--- src/rtl/regfile_copy_engine.sv ---
// Block copy / block fill master for a 256x8 register file with a combinational read port.
// Copies run read-then-write per byte, and the walk direction is chosen at Start so that overlapping ranges copy correctly.
module regfile_copy_engine #(
    parameter int ADDR_W = 8,
    parameter int DATA_W = 8
) (
    input  logic              Clk,
    input  logic              Rst,
    input  logic              Start,
    input  logic              Fill,
    input  logic [ADDR_W-1:0] Src_Addr,
    input  logic [ADDR_W-1:0] Dst_Addr,
    input  logic [ADDR_W:0]   Len,
    input  logic [DATA_W-1:0] Fill_Data,
    input  logic              Abort,
    output logic [ADDR_W-1:0] R_Addr,
    output logic              R_en,
    input  logic [DATA_W-1:0] R_Data,
    output logic [ADDR_W-1:0] W_Addr,
    output logic              W_en,
    output logic [DATA_W-1:0] W_Data,
    output logic              Busy,
    output logic              Done,
    output logic              Aborted,
    output logic [DATA_W-1:0] Sum
);

    localparam logic [ADDR_W:0]   MAX_LEN = {1'b1, {ADDR_W{1'b0}}};
    localparam logic [ADDR_W-1:0] ONE_A   = {{(ADDR_W-1){1'b0}}, 1'b1};
    localparam logic [ADDR_W:0]   ONE_C   = {{ADDR_W{1'b0}}, 1'b1};

    typedef enum logic [2:0] {
        S_IDLE,
        S_READ,
        S_WRITE,
        S_FILL,
        S_DONE
    } state_t;

    state_t r_state;
    state_t w_next;

    logic [ADDR_W-1:0] r_srcPtr;
    logic [ADDR_W-1:0] r_dstPtr;
    logic [ADDR_W:0]   r_count;
    logic [DATA_W-1:0] r_data;
    logic [DATA_W-1:0] r_fillData;
    logic              r_descend;
    logic [DATA_W-1:0] r_sum;
    logic              r_aborted;
    logic [ADDR_W-1:0] r_rAddrHold;
    logic [ADDR_W-1:0] r_wAddrHold;
    logic [DATA_W-1:0] r_wDataHold;

    logic [ADDR_W:0]   w_lenClamp;
    logic [ADDR_W-1:0] w_dist;
    logic [ADDR_W-1:0] w_lastOfs;
    logic              w_descend;
    logic              w_lastByte;
    logic [DATA_W-1:0] w_wrData;

    // Overlap-safe direction: walk downwards only when the destination starts inside the source range.
    always_comb begin
        w_lenClamp = (Len > MAX_LEN) ? MAX_LEN : Len;
        w_dist     = Dst_Addr - Src_Addr;
        w_lastOfs  = w_lenClamp[ADDR_W-1:0] - ONE_A;
        w_descend  = !Fill && (w_dist != '0) && ({1'b0, w_dist} < w_lenClamp);
        w_lastByte = (r_count == ONE_C);
    end

    always_ff @(posedge Clk or negedge Rst) begin
        if (!Rst) begin
            r_state <= S_IDLE;
        end else begin
            r_state <= w_next;
        end
    end

    always_comb begin
        w_next = r_state;
        case (r_state)
            S_IDLE: begin
                if (Start) begin
                    if (w_lenClamp == '0) begin
                        w_next = S_DONE;
                    end else if (Fill) begin
                        w_next = S_FILL;
                    end else begin
                        w_next = S_READ;
                    end
                end
            end
            S_READ:  w_next = Abort ? S_DONE : S_WRITE;
            S_WRITE: w_next = (Abort || w_lastByte) ? S_DONE : S_READ;
            S_FILL:  w_next = (Abort || w_lastByte) ? S_DONE : S_FILL;
            S_DONE:  w_next = S_IDLE;
            default: w_next = S_IDLE;
        endcase
    end

    // Bus outputs present the live pointer while enabled and the last driven value otherwise.
    always_comb begin
        R_en     = (r_state == S_READ);
        W_en     = (r_state == S_WRITE) || (r_state == S_FILL);
        Busy     = R_en || W_en;
        Done     = (r_state == S_DONE);
        Aborted  = r_aborted;
        Sum      = r_sum;
        w_wrData = (r_state == S_FILL) ? r_fillData : r_data;
        R_Addr   = R_en ? r_srcPtr : r_rAddrHold;
        W_Addr   = W_en ? r_dstPtr : r_wAddrHold;
        W_Data   = W_en ? w_wrData : r_wDataHold;
    end

    always_ff @(posedge Clk or negedge Rst) begin
        if (!Rst) begin
            r_srcPtr    <= '0;
            r_dstPtr    <= '0;
            r_count     <= '0;
            r_data      <= '0;
            r_fillData  <= '0;
            r_descend   <= 1'b0;
            r_sum       <= '0;
            r_aborted   <= 1'b0;
            r_rAddrHold <= '0;
            r_wAddrHold <= '0;
            r_wDataHold <= '0;
        end else begin
            case (r_state)
                S_IDLE: begin
                    if (Start) begin
                        r_srcPtr   <= w_descend ? (Src_Addr + w_lastOfs) : Src_Addr;
                        r_dstPtr   <= w_descend ? (Dst_Addr + w_lastOfs) : Dst_Addr;
                        r_count    <= w_lenClamp;
                        r_fillData <= Fill_Data;
                        r_descend  <= w_descend;
                        r_sum      <= '0;
                        r_aborted  <= 1'b0;
                    end
                end
                S_READ: begin
                    r_data      <= R_Data;
                    r_rAddrHold <= r_srcPtr;
                    if (Abort) begin
                        r_aborted <= 1'b1;
                    end
                end
                S_WRITE, S_FILL: begin
                    r_sum       <= r_sum + w_wrData;
                    r_wAddrHold <= r_dstPtr;
                    r_wDataHold <= w_wrData;
                    r_srcPtr    <= r_descend ? (r_srcPtr - ONE_A) : (r_srcPtr + ONE_A);
                    r_dstPtr    <= r_descend ? (r_dstPtr - ONE_A) : (r_dstPtr + ONE_A);
                    r_count     <= r_count - ONE_C;
                    if (Abort) begin
                        r_aborted <= 1'b1;
                    end
                end
                default: begin
                end
            endcase
        end
    end

endmodule

--- config.mk ---
export PLATFORM = sky130hd
export DESIGN_NAME = regfile_copy_engine
export DESIGN_NICKNAME = d
export VERILOG_FILES = /design/src/rtl/regfile_copy_engine.sv
export SDC_FILE = /design/constraint.sdc
export NUM_CORES = 1
export LEC_CHECK = 0
export CAP_MARGIN = 15
export CORE_MARGIN = 2
export CORE_UTILIZATION = 50
export CTS_CLUSTER_DIAMETER = 50
export DETAILED_ROUTE_END_ITERATION = 10
export HOLD_SLACK_MARGIN = 0.05
export PLACE_DENSITY = 0.73
export RECOVER_POWER = 25
export SYNTH_ARGS = -nofsm -noshare
export SYNTH_HDL_FRONTEND = slang
export SYNTH_SLANG_ARGS = --single-unit
--- constraint.sdc ---
create_clock -name Clk -period 2.9 [get_ports Clk]
set_input_delay 0.58 -clock Clk [delete_from_list [all_inputs] [get_ports Clk]]
set_output_delay 0.58 -clock Clk [all_outputs]
set_load 0.02 [all_outputs]
==> run metrics <==
IO Port Bufs 82; routed vias/inst 5.70; clk buf depth 2; Worst path depth 17; CTS HTree Levels 3; Combinational Power Share 0.631; largest net degree at the start of global routing 79; status complete, but fails checks; Clock transition at path regs 0.06 ns; kind of critical path primary input to register; # placed instances 926; P&R area growth vs syn 44.1%; R2R depth 12; CP cell instances buf_6 > inv_4 > ha_4 > inv_2 > fa_2 > a211oi_2 > nor2_1 > xor2_1 > ha_1 > nand3_2 > nand2_2 > a41oi_2 > a21oi_2 > a31oi_4 > buf_12 > mux2i_1 > o22ai_1; initial antenna violation count 0; max_cap viols 1; power share of the clock group 0.137; Placed Area about 0.0074 sq mm; Cell variety after synth approximately 60; #FFs+latches synth slightly below 80; Sum Neg Setup Slack -3.42 ns; Worst Path Required 3.12 ns; CTS root buf clkbuf_16; Post-Syn Area per Cell 8.90 sq um; Slew HR -0.294; Power Dens Cells 1060 mW/mm^2; Yosys warning count 0; family with the most delay on the worst path compound AO/OA/AOI/OAI gates; Hold Crit Depth 2; std cell rows 38; Critical Path Slowest Stage Cell fa_2; first-pass GRT wire length 27400 um; crit path DAT 3.40 ns; clk sinks 78; final std cells w/o fill 960; violated checks max-capacitance violations, max-slew violations, negative setup slack; Tmin final 3.19 ns; die span in x 110 um; Mapped Nets 741; unrepaired setup endpoints after global routing true; Ant. Diodes 0; ys flop type dfrtp_1; LEAKAGE 3.74 nW; area of the die 0.0122 sq mm; final setup vio count 17; num ports 83; FMAX 0.314 GHz; maximum VDD drop 792 uV; Fin. Hold Viols 0; detailed-route wire length per cell 17.4 um; Skew-Pair Late Insertion Delay 0.35 ns; DRT iter0 DRCs 482; Layout Nets roughly 900; first-pass detailed-route iteration total 5; Seq/Total Area, Yosys 0.345; power share of the sequential group 0.232; Crit path largest cell delay 0.36 ns; switching share of power 0.444; core area roughly 0.011 sq mm; vias in the first global route ~5600; Syn Inst Count between 600 and 700; critical path endpoint category register; Async SR Flop Fraction 1.00; Critical Path Source Type primary input; Power Internal a little under 5 mW; drc violations 0; share of layout cells above drive strength 1 0.287; die height between 100 and 150 um; P_sw just under 4 mW; Overflow after GRT 0; Buf+Inv Stages, Crit Path 4; Pwr Total 8.69 mW; worst slew pin tran 1.94 ns; Total GRT Usage 0.274; Detailed Place HPWL 12000 um; antenna-violating nets left 0; Initial Util 0.518; routed wire length 16700 um; CTS buffer count 9; HP Class register to register; Final Cell Area 0.00816 sq mm; Slew Viols, Final slightly below 80; post-route setup slack -0.286 ns; number of flops mapped to enable cells by yosys 0; Final Skew ~0.011 ns; Max FO, Critical Path 8; final RePlAce weighted congestion 0.881; via count 5475; synthesized cell area 0.00566 sq mm; period utilisation layout 1.10; CTS tree done
through the flow:
step,utilization,setup slack [ns],hold WS (ns)
2_1_floorplan,-,-0.372,0.284
3_3_place_gp,0.675,-0.854,0.455
3_5_place_dp,0.675,-1.07,0.461
4_1_cts,0.736,-0.297,0.437
5_1_grt,0.746,-0.464,0.500
6_report,0.746,-0.286,0.473
synth_stat cells, types with 5 or more instances:
| cell type | number | area (sq um) |
|---|---|---|
| a21o_1 | 5 | 37.5 |
| a21oi_1 | 22 | 110 |
| a31oi_1 | 9 | 56.3 |
| clkbuf_1 | 19 | 71.3 |
| dfrtp_1 | 78 | 1950 |
| fa_1 | 6 | 120 |
| ha_1 | 53 | 663 |
| inv_1 | 33 | 124 |
| mux2_2 | 23 | 259 |
| mux2i_1 | 18 | 180 |
| nand2_1 | 102 | 383 |
| nand2b_1 | 8 | 50.1 |
| nand3_1 | 19 | 95.1 |
| nor2_1 | 44 | 165 |
| nor2b_1 | 8 | 50.1 |
| nor3_1 | 13 | 65.1 |
| o211ai_1 | 6 | 45.0 |
| o21ai_0 | 40 | 200 |
| o21ai_1 | 13 | 65.1 |
| o22ai_1 | 5 | 31.3 |
| o41ai_1 | 5 | 43.8 |
| or3_1 | 7 | 43.8 |
| xnor2_1 | 24 | 210 |
| xor2_1 | 12 | 105 |
path summary, 6_finish.rpt:
| path | from | to | slack (ns) |
|---|---|---|---|
| max in group asynchronous | Rst | r_state[0] | 0.84 |
| setup reg to reg | r_state[2] | Sum[7] | 0.11 |
| setup / recovery | Dst_Addr[0] | r_dstPtr[3] | -0.29 |
| hold reg to reg | r_wDataHold[5] | r_wDataHold[5] | 0.47 |
| min in group asynchronous | Rst | r_rAddrHold[5] | 0.76 |
| hold / removal | r_wDataHold[5] | r_wDataHold[5] | 0.47 |
metal layers:
| metal | share of wire | GRT usage | wire length [um] |
|---|---|---|---|
| met1 | 0.44 | 0.352 | 7400 |
| met2 | 0.48 | 0.458 | 8070 |
| met3 | 0.043 | 0.0445 | 711 |
| met4 | 0.031 | 0.117 | 512 |
| met5 | 0 | 0 | 0 |
tightest hold or removal path, cell delays in order (launching register included):
cell and delay [ns]:
dfrtp_1 0.32, nand2_1 0.04, nand2_1 0.07
power groups by stage:
stage | Clock [mW] | Combinational (mW) | Sequential [mW]
floorplan | 0 | 3.33 | 1.94
global placement | 0 | 4.83 | 1.99
detailed placement | 0 | 5.03 | 2.01
CTS | 1.20 | 5.32 | 1.99
global route | 1.25 | 5.95 | 2.07
finish | 1.19 | 5.48 | 2.02
kinds of logic (layout without fill, tap and decap cells):
group                      Yosys count  after routing  synth area share
DFF                                 78             78             0.345
muxes                               41             41            0.0776
adders and majority gates           59             59             0.138
buffers and inverters               55            239            0.0378
xor gates and xnor gates            36             36            0.0557
AOI/OAI and AO/OA                  140            140             0.162
and+or+nand+nor                    227            227             0.184
layout make-up:
| class | instances | area [sq um] |
|---|---|---|
| clock buffers | 11 | 253 |
| clock inverters | 5 | 63.8 |
| fillers | 767 | 2780 |
| inverters | 33 | 131 |
| multi-input cells | 503 | 3950 |
| flip-flops and latches | 78 | 1950 |
| well taps | 140 | 175 |
| repair buffers | 190 | 1640 |
sequential cells by signal (all words and copies together) (netlist names), 3 cells and up:
name and flops:
r_wDataHold 8, r_state 3, r_dstPtr 8, Sum 8, r_fillData 8, r_data 8, r_srcPtr 8, r_wAddrHold 8
r_count 9, r_rAddrHold 8
layout by cell type, fill, tap and decap left out, drive strengths merged, types with 3 or more instances in the layout:
master         synthesis  layout
nor2b                  8       8
xor2                  12      12
o41ai                  5       5
and2                   5       5
or2                    3       3
a21o                   5       5
clkbuf                19      14
o21bai                 4       4
or3                    8       8
nor4                   3       3
buf                    3     114
nor3b                  3       3
nand2b                 8       8
nand2                102     102
nor3                  13      13
xnor2                 24      24
clkdlybuf4s50          0      59
dfrtp                 78      78
dlygate4sd2            0      12
o22ai                  5       5
fa                     6       6
mux2                  23      23
a211oi                 3       3
a21oi                 22      22
a31oi                 10      10
inv                   33      35
a221oi                 3       3
nor2                  44      44
o21ai                 53      53
nand4                  3       3
o211ai                 6       6
ha                    53      53
mux2i                 18      18
nand3                 19      19
timing repair:
action | in CTS | in global routing
resized for setup | 91 | 28
endpoints found under the hold margin | 0 | 0
hold buffers | 0 | 0
endpoints found under the setup margin | 21 | 31
setup buffers | 10 | 7
pin swaps | 37 | 27
cloned | 1 | 0
Note: power is estimated with default switching activity, not from simulation.
